## src/rtl/fetch_stage.sv

```systemverilog
// fetch_stage: instruction-fetch (IF) stage of the 5-stage MIPS R2000 pipeline.
//
// This stage owns the program counter and keeps at most one instruction-memory
// request outstanding. It loads the IF/ID register (pc_id, inst_id, valid_id)
// that decode reads. It also applies decode's stall and redirect requests, and
// raises flush_id to squash the wrong-path instruction.
//
// Ports:
//   clk, rst           clock (rising edge); asynchronous active-high reset
//   hold_pc, hold_if   stall requests from the decode hazard unit
//   br, pc_branch      taken branch/jump from decode and its target
//   imem_req/addr      memory request; held stable until imem_ready
//   imem_rdata/ready   memory response; ready may arrive in the request cycle
//   pc_id, inst_id     IF/ID register: fetch address + 4, instruction word
//   valid_id           IF/ID holds a real instruction (0 = bubble)
//   flush_id           one-cycle squash pulse, the cycle after br
//
// Build option: define IF_DELAY_SLOT_EN for architectural branch-delay-slot
// behaviour. In that mode the instruction in flight when br resolves is
// delivered instead of squashed. Without it, wrong-path fetches are squashed.

module fetch_stage #(
    parameter logic [31:0] RESET_PC = 32'h0000_0000,
    parameter logic [31:0] NOP_WORD = 32'h0000_0000
) (
    input  logic        clk,
    input  logic        rst,
    input  logic        hold_pc,
    input  logic        hold_if,
    input  logic        br,
    input  logic [31:0] pc_branch,
    output logic        imem_req,
    output logic [31:0] imem_addr,
    input  logic [31:0] imem_rdata,
    input  logic        imem_ready,
    output logic [31:0] pc_id,
    output logic [31:0] inst_id,
    output logic        valid_id,
    output logic        flush_id
);

`ifdef IF_DELAY_SLOT_EN
    localparam logic DELAY_SLOT = 1'b1;
`else
    localparam logic DELAY_SLOT = 1'b0;
`endif

    localparam logic [31:0] ALIGN_MASK = 32'hFFFF_FFFC;

    typedef enum logic [1:0] {
        IDLE    = 2'd0,
        REQ     = 2'd1,
        DISCARD = 2'd2
    } state_t;

    state_t      state_q, state_d;
    logic [31:0] pc_q, pc_d;
    logic [31:0] redir_q, redir_d;
    logic [31:0] pc_id_q, pc_id_d;
    logic [31:0] inst_id_q, inst_id_d;
    logic        valid_id_q, valid_id_d;
    logic        flush_id_q, flush_id_d;

    logic [31:0] pc_plus4;
    logic [31:0] br_target;
    logic        load_fetch;
    logic        load_bubble;

    assign pc_plus4  = pc_q + 32'd4;  // wraps modulo 2^32
    assign br_target = pc_branch & ALIGN_MASK;

    always_comb begin
        state_d     = state_q;
        pc_d        = pc_q;
        redir_d     = redir_q;
        pc_id_d     = pc_id_q;
        inst_id_d   = inst_id_q;
        valid_id_d  = valid_id_q;
        flush_id_d  = 1'b0;
        load_fetch  = 1'b0;
        load_bubble = 1'b0;

        case (state_q)
            IDLE: begin
                state_d     = REQ;
                load_bubble = !hold_if;
                if (br) begin
                    pc_d       = br_target;
                    flush_id_d = !DELAY_SLOT;
                end
            end

            REQ: begin
                if (br) begin
                    flush_id_d = !DELAY_SLOT;
                    if (imem_ready) begin
                        pc_d        = br_target;
                        load_fetch  = DELAY_SLOT;
                        load_bubble = !DELAY_SLOT;
                    end else begin
                        // The request cannot be withdrawn. Park the target
                        // until the stale response has drained.
                        redir_d     = br_target;
                        state_d     = DISCARD;
                        load_bubble = DELAY_SLOT ? !hold_if : 1'b1;
                    end
                end else if (hold_pc || hold_if) begin
                    // Either stall freezes the PC and drops the returned
                    // word. The same address is then fetched again.
                    load_bubble = !hold_if;
                end else if (imem_ready) begin
                    pc_d       = pc_plus4;
                    load_fetch = 1'b1;
                end else begin
                    load_bubble = 1'b1;
                end
            end

            DISCARD: begin
                // The newest redirect target always replaces the parked one.
                if (br) begin
                    redir_d    = br_target;
                    flush_id_d = !DELAY_SLOT;
                end
                // A delay-slot response must not be lost to a stall, so
                // completion waits until any hold is released.
                if (imem_ready && !(DELAY_SLOT && (hold_pc || hold_if))) begin
                    pc_d       = br ? br_target : redir_q;
                    state_d    = REQ;
                    load_fetch = DELAY_SLOT;
                end
                load_bubble = !load_fetch && !hold_if;
            end

            default: begin
                state_d = IDLE;
            end
        endcase

        if (load_fetch) begin
            pc_id_d    = pc_plus4;
            inst_id_d  = imem_rdata;
            valid_id_d = 1'b1;
        end else if (load_bubble) begin
            inst_id_d  = NOP_WORD;
            valid_id_d = 1'b0;
        end
    end

    always_ff @(posedge clk or posedge rst) begin
        if (rst) begin
            state_q    <= IDLE;
            pc_q       <= RESET_PC & ALIGN_MASK;
            redir_q    <= '0;
            pc_id_q    <= '0;
            inst_id_q  <= NOP_WORD;
            valid_id_q <= 1'b0;
            flush_id_q <= 1'b0;
        end else begin
            state_q    <= state_d;
            pc_q       <= pc_d;
            redir_q    <= redir_d;
            pc_id_q    <= pc_id_d;
            inst_id_q  <= inst_id_d;
            valid_id_q <= valid_id_d;
            flush_id_q <= flush_id_d;
        end
    end

    assign imem_req  = (state_q != IDLE);
    assign imem_addr = pc_q;
    assign pc_id     = pc_id_q;
    assign inst_id   = inst_id_q;
    assign valid_id  = valid_id_q;
    assign flush_id  = flush_id_q;

endmodule

```

## config.mk

```make
export PLATFORM = sky130hd
export DESIGN_NAME = fetch_stage
export DESIGN_NICKNAME = d
export VERILOG_FILES = /design/src/rtl/fetch_stage.sv
export SDC_FILE = /design/constraint.sdc
export NUM_CORES = 1
export LEC_CHECK = 0
export CORE_ASPECT_RATIO = 2
export CORE_MARGIN = 8
export CORE_UTILIZATION = 45
export CTS_CLUSTER_DIAMETER = 60
export DETAILED_ROUTE_END_ITERATION = 6
export PLACE_DENSITY = 0.84
export REMOVE_ABC_BUFFERS = 1
export SLEW_MARGIN = 20
export SYNTH_ARGS = -nofsm -noshare
export SYNTH_HDL_FRONTEND = slang
export SYNTH_SLANG_ARGS = --single-unit
```

## constraint.sdc

```tcl
create_clock -name clk -period 3.95 [get_ports clk]
set_clock_uncertainty 0.05 [all_clocks]
set_input_delay 0.5925 -clock clk [delete_from_list [all_inputs] [get_ports clk]]
set_output_delay 0.5925 -clock clk [all_outputs]
set_load 0.02 [all_outputs]
```

== After elaboration in Yosys (flattened, before gate mapping) ==
Cells that the tools add are included.
Widths: inputs -> output; s select.

* Flip-flop bits (word level): 132
* Bits of input ports: 70
* Logic and storage cells: 59

* Muxes and demuxes: 30
* $add $sub $neg: 1
* Eq/ne operators: 8
* Reductions and logical operators: 13

{| class="wikitable"
|+ Operator list
! cell !! number
|-
| $mux 32 || 11
|-
| $pmux 32 s3 || 1
|-
| $pmux 32 s2 || 1
|-
| $add 32x3->32 const B || 1
|-
| $mux 1 || 11
|-
| $ne 2x2->1 const B || 5
|-
| $mux 2 || 3
|-
| $pmux 2 s3 || 1
|-
| $reduce_and 3->1 || 2
|-
| $reduce_bool 2->1 || 3
|-
| $reduce_and 5->1 || 1
|-
| $ne 3x3->1 const B || 1
|-
| $pmux 1 s3 || 1
|-
| $reduce_bool 3->1 || 1
|-
| $reduce_or 3->1 || 1
|-
| $eq 2x1->1 const B || 1
|-
| $eq 2x2->1 const B || 1
|-
| $logic_not 1->1 || 2
|-
| $logic_not 2->1 || 1
|-
| $pmux 1 s2 || 1
|-
| $logic_and 1x1->1 || 1
|-
| $logic_or 1x1->1 || 1
|}

== Logic depth before layout (Yosys ltp) ==
* Word-level depth: 7
* Depth in mapped cells: 11
* Mapped depth without buffers: 7

== Worst setup path before layout ==
OpenSTA, ideal clock, no wires.

* Path kind: register -> register
* From: register pc_q[2], in the netlist imem_addr[2]
* To: register pc_q[24], in the netlist imem_addr[24]
* Arrival: 1.986 ns
* Path slack: 1.813 ns
* Data required time: 3.799 ns
* Setup time: 0.101 ns
* Cell stages (with the launch flop): 7
* Cell sequence: dfrtp_1 ha_1 nand3_2 nor4_4 nand4_1 o31a_1 o32ai_1

* Cells in the longest elaborated chain, start to end: 5

{| class="wikitable"
|+ Ends and longest elaborated chain
! item !! RTL line !! source
|-
| start: declaration || 57 || <nowiki>logic [31:0] pc_q, pc_d;</nowiki>
|-
| start signal: assignment || 153 || <nowiki>pc_q <= RESET_PC & ALIGN_MASK;</nowiki>
|-
| start signal: assignment || 161 || <nowiki>pc_q <= pc_d;</nowiki>
|-
| $add 32x3->32 || 69 || <nowiki>assign pc_plus4 = pc_q + 32'd4;</nowiki>
|-
| $mux 32 || 111 || <nowiki>end else if (imem_ready) begin</nowiki>
|-
| $mux 32 || 107 || <nowiki>end else if (hold_pc || hold_if) begin</nowiki>
|-
| $mux 32 || 94 || <nowiki>if (br) begin</nowiki>
|-
| $pmux 32 s3 || 83 || <nowiki>case (state_q)</nowiki>
|}

No other way between the ends. The select of a mux whose other input is x is not followed.
A chain may end at the register's enable or synchronous reset.

== Worst setup path after layout ==
* From: register state_q[1]
* To: register pc_q[19], in the netlist imem_addr[19]

* Cells in the longest elaborated chain, start to end: 3
* Elaborated cells on any way between the ends: 10

{| class="wikitable"
|+ Ends and longest elaborated chain
! item !! RTL line !! source
|-
| start: declaration || 56 || <nowiki>state_t state_q, state_d;</nowiki>
|-
| start signal: assignment || 160 || <nowiki>state_q <= state_d;</nowiki>
|-
| $eq 2x1->1, or another cell as far along || 83 ||
|-
| $ne 3x3->1 (no source line), or another cell as far along || n/a ||
|-
| $reduce_and 5->1 (no source line) || n/a ||
|}

Parallel ways exist; a longest one is shown, timed or not.

==> impl_metrics.json <==
{
  "min_path_type": "reg -> reg",
  "finalPower_mw": 7.88,
  "report.final.slew_viol_count": 0,
  "antenna_left": 0,
  "syn_avg_cell_area_um2": 10.0,
  "postLayoutCoreUtil_pct": 62.9,
  "drive_gt1_share_pct": 12.3,
  "ys_ff_latch": 132,
  "num_vias": 6144,
  "rsz0062_at_grt": "false",
  "status": "complete, no violations",
  "rows": 63,
  "syn_inst": 676,
  "endpoint_kind": "register",
  "grt_max_degree": 85,
  "max_freq_mhz": 328,
  "dieHeight_um": 190,
  "grt_overflow": 0,
  "cts_tree": "done",
  "synth_enable_flop_cells": 0,
  "critPathMaxFanout": 21,
  "cts_max_level": 4,
  "worst-setup-path-type": "reg -> reg",
  "drc": 0,
  "tightestPinTransition_ns": 0.908,
  "yosysTopAreaCell": "dfrtp_1",
  "cts_resized": 0,
  "path_clk_slew_ns": 0.06,
  "cts.sinks": 132,
  "drt_iter0_markers": 445,
  "period_share_pct": 77.2,
  "regArea_um2": 3300,
  "p_per_area_nw_per_um2": 847,
  "core_area_um2": 14800,
  "place.gp.congestion": 0.883,
  "ys_types": 57,
  "required_ns": 4.21,
  "dpl.hpwl_um": 15300,
  "root_buffer": "clkbuf_16",
  "async_flop_share_pct": 100,
  "start_util_pct": 45.8,
  "vdd_ir_drop_max_v": 0.000748,
  "die_width_um": 103,
  "dp_cells": 1003,
  "yosys-top-cells-count": "dfrtp_1 (132), nor2_1 (69), a21oi_1 (45), o21ai_0 (45), mux2_2 (42)",
  "wl_um": 21900,
  "die_area_um2": 19500,
  "pre_cts_ws_ns": 0.874,
  "seq_area_frac_synth_pct": 48.7,
  "grtUsageTotal_pct": 23.0,
  "yosys_warnings": 0,
  "start_kind": "register",
  "finalSetupViolCount": 0,
  "grt_pass1_wl_um": 34100,
  "viasPerCell": 5.93,
  "synth.area.top_cells": "dfrtp_1 (49%), mux2_2 (7.0%), a22o_1 (5.0%)",
  "synth.top_cell.area_share_pct": 48.7,
  "postCtsSetupBuffers": 0,
  "clockBufferDepth": 2,
  "instances_no_fill": 1036,
  "cap_violations": 0,
  "power.leakage_nw": 3.86,
  "min_period_ns": 3.05,
  "synth_most_common_cell": "dfrtp_1",
  "grt_antenna_before_repair": 1,
  "first_pass_iters": 5,
  "cts_hold_buf": 0,
  "fill_cells": 1236,
  "wl_per_cell_um": 21.1,
  "syn-cell-area_um2": 6780,
  "cts-buffers-inserted": 17,
  "arrival_ns": 3.30,
  "grt_pass1_vias": 6326,
  "num_io_pins": 169,
  "fin_nets": 902,
  "clock_latency_ns": 0.43,
  "max-slew-margin-rel_pct": 39.5,
  "synthToLayoutAreaGrowth_pct": 37.3,
  "synthFlopType": "dfrtp_1",
  "hold_violations": 0,
  "multi_input_area_um2": 3200,
  "port_buffers": 166,
  "worst_slack_ns": 0.902
}
==> state kept, by name, indices dropped and copies added, names as in the netlist <==
signal	flops
imem_addr	32
inst_id	32
pc_id	32
redir_q	32
state_q	2
flush_id	1
valid_id	1
==> worst max-delay path: stages (launching register included) <==
cell,delay (ns)
dfrtp_1,0.42
inv_1,0.09
ha_1,0.58
nor2b_1,0.11
o211ai_1,0.26
and2_1,0.76
buf_4,0.30
a21oi_1,0.05
o2bb2a_1,0.29
==> layout make-up <==
| class | instances | area share, % |
|---|---|---|
| flip-flops and latches | 132 | 35.5 |
| multi-input cells | 475 | 34.4 |
| repair buffers | 183 | 19.5 |
| clock buffers | 19 | 4.76 |
| well taps | 195 | 2.62 |
| clock inverters | 13 | 2.47 |
| inverters | 18 | 0.779 |
| diodes | 1 | 0.0269 |
==> cell usage in the layout, fill, tap and decap left out, types with 3 or more instances in the layout <==
cell and n:
nor4_1 5, nor2b_1 7, nand4_1 13, a31oi_1 4, xor2_1 9, nor2_1 69
mux2_2 42, a22oi_1 11, o21a_1 5, and3_1 14, clkinv_2 3, o31a_1 3
nand2b_1 5, a22o_1 39, o31ai_1 8, ha_1 5, clkinv_4 4, o21ai_0 45
clkbuf_16 17, dfrtp_1 132, a21oi_1 45, nand2_1 39, clkdlybuf4s50_1 166, and2_1 7
o41a_1 3, a221o_1 3, nand3_1 9, a221oi_1 11, buf_4 15, bufinv_16 6
nor3b_1 3, nor3_1 12, a21boi_0 3, inv_1 17, xnor2_1 18, a211oi_1 4
o2bb2ai_1 4
==> cells by family (layout without fill, tap and decap cells) <==
kind of cell / Yosys count / in the layout / synth area share, %
AOI/OAI and AO/OA: 207 / 207 / 21.2
xor gates and xnor gates: 27 / 27 / 3.49
adders and majority gates: 5 / 5 / 0.922
buffers and inverters: 69 / 233 / 4.17
DFF: 132 / 132 / 48.7
muxes: 42 / 42 / 6.97
other: 0 / 1 / 0
and+or+nand+nor: 194 / 194 / 14.5
==> power breakdown <==
group	switching [mW]	internal, mW
Sequential	0.482	1.87
Combinational	2.10	1.62
Clock	0.607	1.20
Total	3.19	4.69
==> routing by layer <==
layer	track usage (%)	wire length (um)	share of wire (%)	vias to the layer above
met1	23.5	7460	34	2989
met4	16.3	1370	6.3	0
met2	40.0	11600	53	290
met5	0	0	0	-
li1	-	-	-	2783
met3	4.54	1430	6.6	82
==> path summary, 6_finish.rpt <==
kind | startpoint | to | slack [ns] | cells after the start
max reg2reg | state_q[1] | imem_addr[19] | 0.90 | 8
min in group asynchronous | rst | inst_id[22] | 0.67 | 2
max in group asynchronous | rst | inst_id[26] | 2.42 | 3
max | state_q[1] | imem_addr[19] | 0.90 | 8
min | redir_q[1] | redir_q[1] | 0.44 | 1
min reg2reg | redir_q[1] | redir_q[1] | 0.44 | 1
==> per-stage QoR <==
stage / TNS, ns / area (um2) / hold WS (ns)
after global placement: 0 / 8640 / 0.418
after CTS: 0 / 9310 / 0.439
after floorplan: -94.99 / 6570 / 0.403
final: 0 / 9310 / 0.439
after global routing: 0 / 9310 / 0.462
after detailed placement: 0 / 8640 / 0.423
No activity file was read; power rests on OpenSTA's default activity.
